## src/rtl/serial_add_sub.sv

```systemverilog
// Digit-serial WIDTH-bit adder/subtractor, DIGIT bits per cycle with a registered carry between digits.
// Latency: result valid WIDTH/DIGIT cycles after the accept edge; throughput one op per WIDTH/DIGIT+2 cycles.
// Backpressure: out_valid, result and cout hold in DONE until out_ready; in_ready stays low while busy.
//
// Ports:
//   clk, rst              single clock, synchronous active-high reset
//   in_valid / in_ready   operand handshake (a, b, sub sampled only on the accept edge)
//   a, b                  WIDTH-bit unsigned operands
//   sub                   0: a+b, 1: a-b
//   out_valid / out_ready result handshake
//   result                (a +/- b) mod 2^WIDTH
//   cout                  add: carry out of the MSB; sub: borrow (1 iff a < b)
module serial_add_sub #(
    parameter int WIDTH = 384,
    parameter int DIGIT = 64
) (
    input  logic             clk,
    input  logic             rst,
    input  logic             in_valid,
    output logic             in_ready,
    input  logic [WIDTH-1:0] a,
    input  logic [WIDTH-1:0] b,
    input  logic             sub,
    output logic             out_valid,
    input  logic             out_ready,
    output logic [WIDTH-1:0] result,
    output logic             cout
);

    // Guarded so an illegal DIGIT reports the error below instead of dividing by zero.
    localparam int NUM_DIGITS = (DIGIT < 1) ? 1 : WIDTH / DIGIT;
    localparam int CW         = (NUM_DIGITS > 1) ? $clog2(NUM_DIGITS) : 1;
    localparam int IW         = (WIDTH > 1) ? $clog2(WIDTH) : 1;

    generate
        if (DIGIT < 1) begin : g_bad_digit
            $error("serial_add_sub: DIGIT must be >= 1");
        end else if ((WIDTH % DIGIT) != 0) begin : g_bad_div
            $error("serial_add_sub: DIGIT must divide WIDTH exactly");
        end
    endgenerate

    typedef enum logic [1:0] {
        IDLE = 2'd0,
        RUN  = 2'd1,
        DONE = 2'd2
    } state_t;

    state_t            state_q;
    logic [WIDTH-1:0]  a_q;
    logic [WIDTH-1:0]  b_q;
    logic              sub_q;
    logic              carry_q;
    logic [CW-1:0]     cnt_q;
    logic [WIDTH-1:0]  result_q;
    logic              cout_q;
    logic              in_ready_q;
    logic              out_valid_q;

    logic [IW-1:0]     base;
    logic [DIGIT-1:0]  a_dig;
    logic [DIGIT-1:0]  b_dig;
    logic [DIGIT:0]    dsum_d;
    logic              last;

    // Bit offset of the digit being processed. Truncation to IW bits is safe:
    // the largest base is WIDTH-DIGIT, and when DIGIT == WIDTH the counter is always 0.
    assign base = IW'(cnt_q) * IW'(DIGIT);
    assign last = (cnt_q == CW'(NUM_DIGITS - 1));

    always_comb begin
        a_dig  = a_q[base +: DIGIT];
        // Subtraction as a + ~b + 1; the +1 enters through the carry seeded with sub at accept.
        b_dig  = b_q[base +: DIGIT] ^ {DIGIT{sub_q}};
        dsum_d = {1'b0, a_dig} + {1'b0, b_dig} + {{DIGIT{1'b0}}, carry_q};
    end

    always_ff @(posedge clk) begin
        if (rst) begin
            state_q     <= IDLE;
            a_q         <= '0;
            b_q         <= '0;
            sub_q       <= 1'b0;
            carry_q     <= 1'b0;
            cnt_q       <= '0;
            result_q    <= '0;
            cout_q      <= 1'b0;
            in_ready_q  <= 1'b1;
            out_valid_q <= 1'b0;
        end else begin
            case (state_q)
                IDLE: begin
                    if (in_valid) begin
                        a_q        <= a;
                        b_q        <= b;
                        sub_q      <= sub;
                        carry_q    <= sub;
                        cnt_q      <= '0;
                        state_q    <= RUN;
                        in_ready_q <= 1'b0;
                    end
                end
                RUN: begin
                    result_q[base +: DIGIT] <= dsum_d[DIGIT-1:0];
                    carry_q                 <= dsum_d[DIGIT];
                    if (last) begin
                        // Final carry is the add carry-out; inverted it is the subtract borrow.
                        cout_q      <= dsum_d[DIGIT] ^ sub_q;
                        cnt_q       <= '0;
                        state_q     <= DONE;
                        out_valid_q <= 1'b1;
                    end else begin
                        cnt_q <= cnt_q + CW'(1);
                    end
                end
                DONE: begin
                    if (out_ready) begin
                        state_q     <= IDLE;
                        out_valid_q <= 1'b0;
                        in_ready_q  <= 1'b1;
                    end
                end
                default: begin
                    state_q     <= IDLE;
                    out_valid_q <= 1'b0;
                    in_ready_q  <= 1'b1;
                end
            endcase
        end
    end

    assign in_ready  = in_ready_q;
    assign out_valid = out_valid_q;
    assign result    = result_q;
    assign cout      = cout_q;

endmodule

```

## config.mk

```make
export PLATFORM = sky130hd
export DESIGN_NAME = serial_add_sub
export DESIGN_NICKNAME = d
export VERILOG_FILES = /design/src/rtl/serial_add_sub.sv
export SDC_FILE = /design/constraint.sdc
export NUM_CORES = 2
export LEC_CHECK = 0
export ABC_AREA = 0
export CAP_MARGIN = 10
export CORE_AREA = 3 3 455 457
export DETAILED_ROUTE_END_ITERATION = 12
export DIE_AREA = 0 0 458 460
export DONT_BUFFER_PORTS = 1
export GPL_TIMING_DRIVEN = 0
export PLACE_DENSITY = 0.48
export SLEW_MARGIN = 20
export SYNTH_ARGS = -nofsm -noshare
export SYNTH_HDL_FRONTEND = slang
export SYNTH_SLANG_ARGS = --single-unit
```

## constraint.sdc

```tcl
create_clock -name clk -period 6.2 [get_ports clk]
set_input_delay 0.62 -clock clk [delete_from_list [all_inputs] [get_ports clk]]
set_output_delay 0.62 -clock clk [all_outputs]
set_load 0.05 [all_outputs]
```

==> impl_metrics.ini <==
[global_route]
track_usage_pct = 27.2
grt_pass1_vias = 49600
grt.overflow.total = 0
grt_pass1_wl_um = 402000
grt_max_degree = 17
antenna_found_initial = 95

[synthesis]
ys.flop_type = dfxtp_1
ys_types = 72
async_flop_share_pct = 0
synth_fp_nets = 7012
synthCells = 6168
yosys_warnings = 0
avgSynthCellArea_um2 = 8.10
synth.yosys.seq_area_share_pct = 46.5
synth_edf_count = 0
synth-seq-cells = 1162
synth_area_um2 = 50000

[sta]
finalSetupTns_ns = 0
finalClockSkew_ns = 0.0339
rsz0062_at_grt = no
fin_crit_sh_pct = 97.1
setup_slack_ns = 0.177
max-slew-margin-rel_pct = 19.7
hold_ws_ns = 0.0451
period_needed_ns = 6.02
timing.fmax_mhz = 166
slew_viol_final = 0
hold_viol_final = 0
worstMarginPinSlew_ns = 1.20
finalSetupViolCount = 0

[pwr]
power_density_nw_per_um2 = 308
p_clk_share_pct = 41.1
swShare_pct = 31.9
intPower_mw = 14.2
ir_drop_uv = 283
power_leakage_nw = 24.5
p_seq_share_pct = 39.2
combPwrFrac_pct = 19.7
switching_power_mw = 6.63
power_mw = 20.8

[clocking]
cts_tree = done
path_clk_slew_ns = 0.07
cts_max_level = 4
numClockSinks = 1162
clock_latency_ns = 0.80
cts_made_buffers = 139
cts_root_buf = clkbuf_16
clockBufferDepth = 3

[worst_setup_path]
worst_ep_required_time_ns = 6.91
cp-start-kind = register
critical_path_class = reg2reg
arrival_ns = 6.74
crit_fanout = 10
cp-end-kind = register
r2r.worst_path.cells = 16

[cells_and_area]
finalInstanceArea_um2 = 67500
area_delta_synth_final_pct = 35.1
fin_nets = 7939
stdcell_count = 9965
finish.utilization_pct = 33.1
fill_cells = 21400
drive_gt1_share_pct = 8.39

[place]
dpl-instance-area_um2 = 54500
dp_cells = 8897
dp_slack_ns = -2.82
hpwl_um = 243000
place.gp.congestion = 0.927
port_buffers = 0

[job]
drv_cap = 0

[routing]
drc = 0
wl_per_cell_um = 30.1
drt_iter0_drc = 4244
num_vias = 51000
dr.pass1.iters = 6
viasPerCell = 5.11
antenna_left = 0
drt-total-wl_um = 300000

[worst_hold_path]
whs_path_depth = 2
hold_path.class = in2reg

[floorplan]
initial_core_util_pct = 24.5
die_area_um2 = 211000
core_area_um2 = 204000
dieHeight_um = 460
rows = 166
die_w_um = 458
io_pins = 1160

[outcome]
status = completed
==> critical path, cell delays in order, from the launching register on <==
cell	delay, ns
dfxtp_1	0.65
buf_2	0.53
clkbuf_1	0.69
mux4_2	0.42
nand2_1	0.10
o21ai_0	0.15
ha_1	0.51
nand4_1	0.20
nor4_1	0.33
o31ai_2	0.17
a31oi_2	0.39
nand2_1	0.23
o21ai_4	0.36
a21oi_1	0.18
xnor2_2	0.69
nand2_1	0.11
a21oi_1	0.15
==> worst paths after layout <==
kind | slack (ns) | start | endpoint
setup reg to reg | 0.18 | cnt_q[1] | result[303]
hold / removal | 0.05 | a[382] | a_q[382]
hold reg to reg | 0.45 | b_q[186] | b_q[186]
setup / recovery | 0.18 | cnt_q[1] | result[303]
==> area by class of cell <==
class | count | area [um2] | area share [%]
Multi-Input combinational cell | 4472 | 25500 | 37.8
Sequential cell | 1162 | 23300 | 34.5
Timing Repair Buffer | 786 | 8210 | 12.2
Clock buffer | 203 | 4160 | 6.17
Tap cell | 2688 | 3360 | 4.98
Buffer | 507 | 2130 | 3.15
Clock inverter | 42 | 561 | 0.830
Antenna cell | 78 | 195 | 0.289
Inverter | 27 | 101 | 0.150
==> timing repair <==
item                                    in CTS  in global routing
hold buffers                               734                  0
pin swaps                                    7                  5
gates resized for setup                    119                 25
endpoints found under the hold margin      735                  0
endpoints found under the setup margin     371                133
setup buffers                                8                  3
==> cells in the final DEF, fill, tap and decap left out, drive strengths merged, types with 13 or more instances in the layout <==
master and n:
a21o 40, a21oi 1026, a22o 52, a22oi 116, a31oi 30, buf 130, clkbuf 630, clkinv 22
dfxtp 1162, diode 78, dlygate4sd3 734, ha 69, inv 36, mux2i 135, mux4 128, nand2 2026
nand3 85, nand4 33, nor2 221, nor3 31, o21ai 200, o21bai 13, or3 13, xnor2 36
xor2 83
==> power groups by stage <==
| stage | combinational, mW | clock (mW) | sequential, mW |
|---|---|---|---|
| final | 4.09 | 8.56 | 8.16 |
| after global routing | 4.32 | 8.93 | 8.19 |
| after CTS | 4.09 | 8.67 | 8.15 |
| after detailed placement | 3.53 | 0 | 8.31 |
| after global placement | 3.19 | 0 | 8.30 |
| after floorplan | 1.65 | 0 | 8.21 |
==> logic make-up after synthesis <==
group	after synthesis	share of synthesized area, %
AOI/OAI and AO/OA	1543	17.3
adders and majority gates	71	1.81
and+or+nand+nor	2472	19.5
muxes	267	8.59
DFF	1162	46.5
buffers and inverters	534	4.16
xor gates and xnor gates	119	2.09
==> state kept, by name (all words and copies together), names as in the netlist <==
signal / count
sub_q: 1
carry_q: 1
out_valid: 1
a_q: 384
in_ready: 1
state_q: 2
result: 384
b_q: 384
cnt_q: 3
cout: 1
==> synth_stat cells (8+ instances only) <==
master	n	share of area [%]
buf_1	40	0.30
a31oi_1	30	0.38
mux2i_1	135	2.7
ha_1	69	1.7
nand4_1	33	0.41
buf_2	40	0.40
a21o_1	40	0.60
inv_1	26	0.20
a22o_1	52	0.91
nand2b_1	10	0.13
a22oi_1	116	1.7
dfxtp_1	1162	47
or3_1	13	0.16
nand3b_1	8	0.12
xnor2_1	36	0.63
o31ai_1	10	0.15
nor3_1	31	0.31
mux4_2	128	5.8
a21oi_1	1024	10
and3_1	9	0.11
nand2_1	2026	15
a211oi_1	9	0.14
o21ai_0	193	1.9
nor2_1	221	1.7
clkbuf_1	420	3.2
nand3_1	81	0.81
xor2_1	83	1.5
o21bai_1	13	0.20
==> per-layer routing <==
metal | GRT usage, % | wire [um] | up-vias
li1 | - | - | 22900
met1 | 33.3 | 121000 | 24900
met2 | 45.5 | 141000 | 2479
met3 | 6.65 | 23200 | 622
met4 | 11.5 | 13900 | 28
met5 | 0 | 172 | -
No activity file was read; power rests on OpenSTA's default activity.
